[src/rtl/mul_result_stage.sv]
`default_nettype none
// ============================================================================
//  Module      : mul_result_stage
//  Description : Final carry-propagate stage of the radix-4 Booth multiplier.
//                Resolves sum + (carry << 1) mod 2^PW over two pipeline
//                stages and returns the low or high XLEN-bit word over a
//                valid/ready interface.
//                Optional feature macro: MULRES_CNT_EN (completed-op counter).
//  Revision    : 1.0 - initial release
// ============================================================================
module mul_result_stage #(
    parameter int PW   = 64,
    parameter int XLEN = 32,
    parameter int TAGW = 5
) (
    input  logic            clk,
    input  logic            rst,
    input  logic            flush,
    input  logic            in_valid,
    output logic            in_ready,
    input  logic [PW-1:0]   in_sum,
    input  logic [PW-1:0]   in_carry,
    input  logic [1:0]      in_op,
    input  logic [TAGW-1:0] in_tag,
    output logic            out_valid,
    input  logic            out_ready,
    output logic [XLEN-1:0] out_result,
    output logic [TAGW-1:0] out_tag,
    output logic [31:0]     done_cnt
);

    localparam logic [1:0] c_OP_MUL = 2'b00;

    // Stage-1 pipeline registers
    logic            r_s1_valid;
    logic [XLEN-1:0] r_s1_lo;
    logic            r_s1_c;
    logic [XLEN-1:0] r_s1_sum_hi;
    logic [XLEN-1:0] r_s1_cs_hi;
    logic [1:0]      r_s1_op;
    logic [TAGW-1:0] r_s1_tag;

    // Stage-2 (output) registers
    logic            r_s2_valid;
    logic [XLEN-1:0] r_out_result;
    logic [TAGW-1:0] r_out_tag;

    logic [PW-1:0]   w_cs;
    logic [XLEN:0]   w_lo_sum;
    logic [XLEN-1:0] w_hi;
    logic [XLEN-1:0] w_s2_result;
    logic            w_s2_adv;
    logic            w_in_acc;
    logic            w_out_fire;
    logic            w_unused_carry_msb;

    // Carry vector shifted into place; its top bit falls off (mod 2^PW).
    assign w_cs               = {in_carry[PW-2:0], 1'b0};
    assign w_unused_carry_msb = in_carry[PW-1];

    // Low-half add with carry-out, computed on the incoming operands.
    assign w_lo_sum = {1'b0, in_sum[XLEN-1:0]} + {1'b0, w_cs[XLEN-1:0]};

    // High-half add completes the split using the registered low carry.
    assign w_hi = r_s1_sum_hi + r_s1_cs_hi + {{(XLEN-1){1'b0}}, r_s1_c};

    // MUL returns the low word; all MULH variants return the high word.
    assign w_s2_result = (r_s1_op == c_OP_MUL) ? r_s1_lo : w_hi;

    // Handshake / advance control
    assign w_s2_adv   = r_s1_valid && (!r_s2_valid || out_ready);
    assign in_ready   = !r_s1_valid || w_s2_adv;
    assign w_in_acc   = in_valid && in_ready;
    assign w_out_fire = r_s2_valid && out_ready;

    // Stage-1 occupancy: flush kills, accept fills, advance empties.
    always_ff @(posedge clk) begin
        if (rst) begin
            r_s1_valid <= 1'b0;
        end else if (flush) begin
            r_s1_valid <= 1'b0;
        end else if (w_in_acc) begin
            r_s1_valid <= 1'b1;
        end else if (w_s2_adv) begin
            r_s1_valid <= 1'b0;
        end
    end

    // Stage-1 datapath, load-enabled on accept only.
    always_ff @(posedge clk) begin
        if (w_in_acc) begin
            r_s1_lo     <= w_lo_sum[XLEN-1:0];
            r_s1_c      <= w_lo_sum[XLEN];
            r_s1_sum_hi <= in_sum[PW-1:XLEN];
            r_s1_cs_hi  <= w_cs[PW-1:XLEN];
            r_s1_op     <= in_op;
            r_s1_tag    <= in_tag;
        end
    end

    // Stage-2 occupancy: flush kills, advance fills, consumer pop empties.
    always_ff @(posedge clk) begin
        if (rst) begin
            r_s2_valid <= 1'b0;
        end else if (flush) begin
            r_s2_valid <= 1'b0;
        end else if (w_s2_adv) begin
            r_s2_valid <= 1'b1;
        end else if (out_ready) begin
            r_s2_valid <= 1'b0;
        end
    end

    // Stage-2 result/tag; held stable while stalled because w_s2_adv is low.
    always_ff @(posedge clk) begin
        if (rst) begin
            r_out_result <= '0;
            r_out_tag    <= '0;
        end else if (w_s2_adv) begin
            r_out_result <= w_s2_result;
            r_out_tag    <= r_s1_tag;
        end
    end

    assign out_valid  = r_s2_valid;
    assign out_result = r_out_result;
    assign out_tag    = r_out_tag;

`ifdef MULRES_CNT_EN
    logic [31:0] r_done_cnt;

    // Count every delivered result; survives flush, wraps naturally.
    always_ff @(posedge clk) begin
        if (rst) begin
            r_done_cnt <= 32'd0;
        end else if (w_out_fire) begin
            r_done_cnt <= r_done_cnt + 32'd1;
        end
    end

    assign done_cnt = r_done_cnt;
`else
    logic w_unused_out_fire;

    assign w_unused_out_fire = w_out_fire;
    assign done_cnt          = 32'd0;
`endif

endmodule
`default_nettype wire

[config.mk]
export PLATFORM = sky130hd
export DESIGN_NAME = mul_result_stage
export DESIGN_NICKNAME = d
export VERILOG_FILES = /design/src/rtl/mul_result_stage.sv
export SDC_FILE = /design/constraint.sdc
export NUM_CORES = 1
export LEC_CHECK = 0
export BUFFER_PORTS_ARGS = -buffer_cell sky130_fd_sc_hd__buf_2
export CAP_MARGIN = 10
export CORE_ASPECT_RATIO = 0.6
export CORE_MARGIN = 8
export CORE_UTILIZATION = 46
export CTS_BUF_LIST = sky130_fd_sc_hd__clkbuf_8
export DETAILED_ROUTE_END_ITERATION = 8
export GPL_TIMING_DRIVEN = 0
export HOLD_SLACK_MARGIN = 0.05
export PLACE_DENSITY_LB_ADDON = 0.12
export SYNTH_ARGS = -nofsm -noshare
export SYNTH_HDL_FRONTEND = slang
export SYNTH_SLANG_ARGS = --single-unit
[constraint.sdc]
create_clock -name clk -period 9.2 [get_ports clk]
set_input_delay 0.46 -clock clk [delete_from_list [all_inputs] [get_ports clk]]
set_output_delay 0.46 -clock clk [all_outputs]
set_load 0.02 [all_outputs]
==> out/qor.yml, run 1 <==
worst_setup_path:
  critPathMaxStageDelay_ns: 0.50
  path_cells: "fa_1 -> fa_1 -> a21oi_1 -> o21ai_1 -> nand3_1 -> a21oi_1 -> or2_1 -> a41oi_1 -> xor2_1 -> a2111oi_1"
  crit_type: "reg2reg"
  path_max_fanout: 3
  end_kind: "register"
  cp_top_family: "compound AO/OA/AOI/OAI gates"
  crit_buf_inv: 0
  slowest_stage: "fa_1"
  critPathRequiredTime_ns: 9.55
  crit_arrival_ns: 3.60
  critPathLaunchType: "register"
run_status:
  status: "finished clean"
clocking:
  cts_resized: 0
  post_cts_buffers: 0
  clock_path_buffers: 2
  htreeDepth: 4
  hold_buffers: 0
  path_clk_slew_ns: 0.09
  cts_buffers: 17
  cts_num_sinks: 143
  clock_latency_ns: 0.45
  cts_tree: "built"
  root_buffer: "clkbuf_8"
min_path:
  hold_class: "in2reg"
power:
  clockPowerShare_pct: 31.2
  power_frac_seq_pct: 45.4
  combPwrFrac_pct: 23.5
  swShare_pct: 30.7
  p_leak_nw: 4.32
  switching_power_mw: 0.518
  ir_worst_vdd_v: 0.000137
  cellPowerDensity_mw_per_mm2: 166
  total_power_mw: 1.69
  internal_power_mw: 1.17
finish:
  regArea_mm2: 0.00390
  final_common_cell: "buf_2"
  final_nets: 1248
  final_cell_mix: "185 x buf_2, 104 x edfxtp_1, 90 x nand2_1, 82 x a21oi_1, 62 x nor2_1"
  multiInputGateArea_mm2: 0.00419
  final_cells: 1297
  drive_above_1_share_pct: 26.1
  syn2layout_area_growth_pct: 20.8
  num_antenna_cells: 0
  fillers: 1632
global_routing:
  grtUsageTotal_pct: 18.8
  antenna_found_initial: 0
  grt_max_degree: 57
  grt_pass1_wl_mm: 34.3
  grt_remaining_overflow: 0
  grt_pass1_vias: 6514
route:
  wl_per_cell_um: 17.0
  vias: 6903
  routed_wl_mm: 22.1
  drtPass1Iterations: 5
  drc_errors: 0
  drt_iter0_drc: 465
  antenna_left: 0
  via_per_inst: 5.32
synth:
  async_reset_ff_share_pct: 0
  synth_top_area_share_pct: 37.3
  yosysTopAreaCell: "edfxtp_1"
  synth-compound-area-share_pct: 20.3
  synth_mux_area_share_pct: 0
  synth-edff-count: 104
  syn-instance-count: 816
  synth_area_leaders: "edfxtp_1 37%, dfxtp_1 9.3%, ha_1 9.1%"
  synth_xor_xnor_area_share_pct: 5.85
  syn_area_mm2: 0.00838
  avgSynthCellArea_um2: 10.3
  synth-simple-area-share_pct: 12.5
  synth_cell_type_count: 75
  synthAdderAreaFrac_pct: 9.83
  yosys_register_bits: 143
  synth_top_family_by_area: "compound AO/OA/AOI/OAI gates"
  ys_seq_area_share_pct: 46.6
  ys_warn_count: 0
  ys.flop_type: "edfxtp_1"
placed_design:
  gp_congestion: 0.883
  io_buffers: 177
  dp_hpwl_mm: 17.4
  post-place-cells: 1265
timing:
  rsz0062_at_grt: "no"
  fmax_mhz: 307
  final.min_clock_period_ns: 3.26
  worstMarginPinSlew_ns: 0.667
  slew_viol_final: 0
  skew_ns: 0.0161
  finalCritPeriodShare_pct: 35.4
  maxSlewHeadroom_pct: 55.5
  finalHoldViolCount: 0
  setup_viol_count_final: 0
  tns_ns: 0
die:
  initial_utilization_pct: 46.6
  fp.dieW_um: 190
  pin_count: 211
  row_count: 38
  die_area_mm2: 0.0229
  dieHeight_um: 121
  coreArea_mm2: 0.0180
flow_run:
  maxCapViolations: 0
[power by group through the flow]
stage,clock (mW),sequential [mW],combinational [mW]
4_1_cts,0.537,0.765,0.393
3_5_place_dp,0,0.780,0.390
6_report,0.525,0.765,0.396
2_1_floorplan,0,0.786,0.268
3_3_place_gp,0,0.782,0.386
5_1_grt,0.567,0.770,0.435
[metal layers]
layer | vias to the layer above | wire, µm | share of wire [%] | global-route usage, %
met5 | - | 0 | 0 | 0
met4 | 0 | 232 | 1.1 | 4.54
met3 | 18 | 2000 | 9.1 | 6.30
met2 | 249 | 8800 | 40 | 25.6
met1 | 3201 | 11000 | 50 | 28.1
li1 | 3435 | - | - | -
[logic make-up (layout without fill, tap and decap cells)]
kind of cell,after synthesis,count (layout)
fa+ha+maj,64,64
flops,143,143
simple gates,227,227
buf+inv,73,283
other cells,1,32
xor+xnor,56,56
compound gates,252,252
[metrics by stage]
step | setup WS, ns | util (%) | cell area (µm²) | hold WS (ns)
final | 5.94 | 56.3 | 10100 | 0.173
after global routing | 5.65 | 56.3 | 10100 | 0.131
after CTS | 5.99 | 56.3 | 10100 | 0.144
after detailed placement | 6.03 | 54.0 | 9710 | 0.442
after global placement | 4.68 | 53.9 | 9680 | 0.433
after floorplan | 5.54 | - | 8500 | 0.471
[worst paths after layout]
| check | slack, ns | depth (start not counted) | from | to |
|---|---|---|---|---|
| setup / recovery | 5.94 | 10 | r_s1_c | out_result[18] |
| hold / removal | 0.17 | 1 | in_sum[48] | r_s1_sum_hi[16] |
| setup reg to reg | 5.94 | 10 | r_s1_c | out_result[18] |
| hold reg to reg | 0.46 | 2 | out_result[13] | out_result[13] |
[Yosys cell counts (all sizes together), types with 20 or more instances]
cell type / n
xnor2: 32
ha: 61
buf: 45
a21oi: 86
dfxtp: 39
o21ai: 44
a211oi: 20
nand2: 91
a21o: 21
nor2: 63
edfxtp: 104
xor2: 24
[final cells by class]
class | instances | area share (%)
Buffer | 64 | 3.67
Clock buffer | 19 | 2.58
Clock inverter | 13 | 1.50
Inverter | 9 | 0.334
Multi-Input combinational cell | 631 | 41.4
Sequential cell | 143 | 38.6
Tap cell | 240 | 2.97
Timing Repair Buffer | 178 | 9.02
[flip-flops by register name, summed over array words and instances (netlist names)]
register and flops:
r_s1_op 2, r_s1_cs_hi 32, r_s1_c 1, out_result 32, r_s1_sum_hi 32, r_s1_lo 32, r_s1_tag 5, out_tag 5
out_valid 1, r_s1_valid 1
[worst register-to-register path, cell delays in order (launching register included)]
cell,delay (ns)
edfxtp_1,0.43
fa_1,0.50
fa_1,0.42
a21oi_1,0.22
o21ai_1,0.15
nand3_1,0.15
a21oi_1,0.12
or2_1,0.26
a41oi_1,0.39
xor2_1,0.13
a2111oi_1,0.37
Power figures use the tool's default switching activity.
==> inputs of run 2 (changes only) <==
ABC_AREA = 1   (was default)
clock period = 3.3 ns   (was 9.2 ns; I/O delays follow)
==> run 2 against run 1 <==
  * Routed wire length rose by 22%
  * Non-clock buffer count rose by 64
  * Critical endpoint is now out_result[22]
  * Sequential cell count did not move
  * Maximum frequency rose by 20%
  * Highest routed layer unchanged
==> out/qor.yml, run 2 <==
run_status:
  status: "finished clean"
timing:
  rsz0062_at_grt: "no"
  finalCritPeriodShare_pct: 82.1  # +47 points
  tns_ns: 0  # unchanged
  slew_viol_final: 0  # unchanged
  worst_hold_slack_ns: 0.0928  # -0.0807 ns
  layout_setup_ws_ns: 0.592  # -5.35 ns
  final.min_clock_period_ns: 2.71  # -0.550 ns
  worstMarginPinSlew_ns: 0.660  # -0.00677 ns
  fmax_mhz: 369  # +20%
  skew_ns: 0.0198  # +0.00368 ns
  setup_viol_count_final: 0  # unchanged
  finalHoldViolCount: 0  # unchanged
  maxSlewHeadroom_pct: 56.0  # +0.45 points
placed_design:
  pre_cts_slack_ns: 0.641  # -5.39 ns
  dp_hpwl_mm: 20.7  # +19%
  gp_congestion: 0.902  # +2.0%
  post-place-cells: 1658  # +31%
  io_buffers: 176  # -0.56%
power:
  internal_power_mw: 3.11  # +170%
  cellPowerDensity_mw_per_mm2: 403  # +140%
  clockPowerShare_pct: 28.1  # -3.1 points
  ir_worst_vdd_v: 0.000251  # +84%
  p_leak_nw: 5.79  # +34%
  power_frac_seq_pct: 45.2  # -0.2 points
  combPwrFrac_pct: 26.7  # +3.2 points
  swShare_pct: 34.2  # +3.4 points
  switching_power_mw: 1.61  # +210%
synth:
  yosysMostFrequentCell: "nand2_1"
  ys_warn_count: 0  # unchanged
  synth-simple-area-share_pct: 25.5  # +13 points
  synth_top_family_by_area: "simple AND/OR/NAND/NOR gates"
  ys_seq_area_share_pct: 42.4  # -4.2 points
  syn_area_mm2: 0.00920  # +9.8%
  ys.flop_type: "edfxtp_1"
  synth_area_leaders: "edfxtp_1 34%, nand2_1 13%, dfxtp_1 8.5%"
  synth_cell_type_count: 38  # -49%
  async_reset_ff_share_pct: 0  # unchanged
  synth_xor_xnor_area_share_pct: 3.62  # -2.2 points
  synth.top_cells.by_count: "331 x nand2_1, 144 x inv_1, 117 x nor2_1"
  yosys_register_bits: 143  # unchanged
  synthAdderAreaFrac_pct: 8.95  # -0.88 points
  yosysTopAreaCell: "edfxtp_1"
  synth_mux_area_share_pct: 0  # unchanged
  avgSynthCellArea_um2: 7.82  # -24%
  syn-instance-count: 1177  # +44%
  synth-compound-area-share_pct: 10.1  # -10 points
  synth_top_area_share_pct: 33.9  # -3.3 points
  synth-edff-count: 104  # unchanged
finish:
  num_antenna_cells: 0  # unchanged
  fillers: 1848  # +13%
  final_cell_mix: "331 x nand2_1, 178 x buf_2, 144 x inv_1, 117 x nor2_1, 104 x edfxtp_1"
  syn2layout_area_growth_pct: 27.4
  multiInputGateArea_mm2: 0.00455  # +8.6%
  drive_above_1_share_pct: 19.6  # -6.5 points
  regArea_mm2: 0.00390  # unchanged
  final_nets: 1688  # +35%
  final_cells: 1770  # +36%
  fin_util_pct: 59.2  # +2.8 points
  final_common_cell: "nand2_1"
clocking:
  clock_path_buffers: 2  # unchanged
  cts_num_sinks: 143  # unchanged
  cts_buffers: 17  # unchanged
  clock_latency_ns: 0.47  # +0.02 ns
  path_clk_slew_ns: 0.10  # about the same
  cts_tree: "built"
  cts_resized: 0  # unchanged
  root_buffer: "clkbuf_8"
  htreeDepth: 4  # unchanged
route:
  antenna_left: 0  # unchanged
  drc_errors: 0  # unchanged
  routed_wl_mm: 26.9  # +22%
  drtPass1Iterations: 6  # +1
  drt_iter0_drc: 717  # +54%
  vias: 8437  # +22%
  via_per_inst: 4.77  # -10%
  wl_per_cell_um: 15.2  # -11%
worst_setup_path:
  crit_type: "reg2reg"
  critPathRequiredTime_ns: 3.63  # -5.92 ns
  path_max_fanout: 4  # +1
  path_cells: "fa_1 -> fa_1 -> nand3_1 -> nand3_2 -> nand2_2 -> nand2_2 -> nand2_1 -> nand2_2 -> nand2_2 -> nand2_1 -> nand2_1 -> nand3_1 -> nand2_1 -> a21oi_1"
  critPathMaxStageDelay_ns: 0.52  # +0.02 ns
  end_kind: "register"
  crit_arrival_ns: 3.04  # -0.56 ns
  critPathLaunchType: "register"
  slowest_stage: "fa_1"
global_routing:
  grt_pass1_wl_mm: 43.0  # +25%
  grt_remaining_overflow: 0  # unchanged
  met3_usage_pct: 3.78  # -2.5 points
  antenna_found_initial: 0  # unchanged
  grt_pass1_vias: 8228  # +26%
  use_met2_pct: 32.2  # +6.6 points
  grtUsageTotal_pct: 21.6  # +2.8 points
  met1_usage_pct: 31.6  # +3.5 points
  grt_max_degree: 55  # -3.5%
  busiest_layer: "met2"
min_path:
  hold_class: "in2reg"
die:
  fp.dieW_um: 199  # +4.4%
  dieHeight_um: 126  # +4.2%
  die_area_mm2: 0.0249  # +8.7%
  row_count: 40  # +5.3%
  pin_count: 211  # unchanged
  coreArea_mm2: 0.0198  # +10%
  initial_utilization_pct: 46.4  # -0.18 points
flow_run:
  maxCapViolations: 0  # unchanged
run 2: cell types whose count changed in the layout (fill, tap and decap cells not counted), sizes merged, moves of 8 or more:
cell | before | now
nand2 | 91 | 354
inv | 14 | 160
dlygate4sd3 | 0 | 80
nor2 | 63 | 124
nand3 | 7 | 61
xnor2 | 32 | 7
a21oi | 86 | 108
a211oi | 20 | 0
a21o | 21 | 3
buf | 223 | 213
o21a | 13 | 4
clkbuf | 38 | 30
o21bai | 11 | 3
run 2: layout make-up:
| type | instances | area share [%] |
|---|---|---|
| Multi-Input combinational cell | 867 | 38.8 |
| Sequential cell | 143 | 33.3 |
| Timing Repair Buffer | 257 | 14.6 |
| Inverter | 149 | 4.79 |
| Tap cell | 273 | 2.91 |
| Buffer | 49 | 2.61 |
| Clock buffer | 17 | 1.99 |
| Clock inverter | 15 | 1.03 |
run 2: final timing paths:
check / from / end / slack, ns / cells past startpoint
hold reg to reg: out_result[13] / out_result[13] / 0.47 / 2
hold / removal: rst / out_result[31] / 0.09 / 2
setup / recovery: r_s1_c / out_result[22] / 0.59 / 14
setup reg to reg: r_s1_c / out_result[22] / 0.59 / 14
run 2: cell families (layout without fill, tap and decap cells):
kind of cell             count (synthesis)  count (layout)
AND/OR/NAND/NOR                        561             561
AO/OA/AOI/OAI                          172             172
XOR/XNOR                                38              38
flip-flops                             143             143
other                                    1              32
adder cells (fa/ha/maj)                 64              64
buffers and inverters                  198             487
run 2: what timing repair did:
item,CTS,global route
hold endpoints to repair,76,0
buffers inserted,0,0
hold buffers,80,0
run 2: power groups by stage:
| stage | Combinational, mW | Sequential [mW] | Clock, mW |
|---|---|---|---|
| final | 1.26 | 2.13 | 1.33 |
| after global routing | 1.40 | 2.15 | 1.43 |
| after CTS | 1.25 | 2.13 | 1.35 |
| after detailed placement | 1.16 | 2.17 | 0 |
| after global placement | 1.15 | 2.18 | 0 |
| after floorplan | 0.775 | 2.19 | 0 |
run 2: per-layer routing:
| layer | vias up | wire length (µm) | part of all wire [%] |
|---|---|---|---|
| met3 | 26 | 1370 | 5.1 |
| met5 | - | 0 | 0 |
| met2 | 221 | 11200 | 42 |
| met4 | 0 | 469 | 1.7 |
| li1 | 4383 | - | - |
| met1 | 3807 | 13900 | 51 |
run 2: critical path: cells and delay by family, from the launching register on:
kind                     cells  cell delay, ns
AO/OA/AOI/OAI                1            0.07
flip-flops                   1            0.45
AND/OR/NAND/NOR             11            1.05
adder cells (fa/ha/maj)      2            0.99
run 2: per-stage QoR:
step	power [mW]	area, µm²
finish	4.72	11700
global route	4.98	11700
CTS	4.73	11700
detailed placement	3.34	10600
global placement	3.33	10500
floorplan	2.96	9320
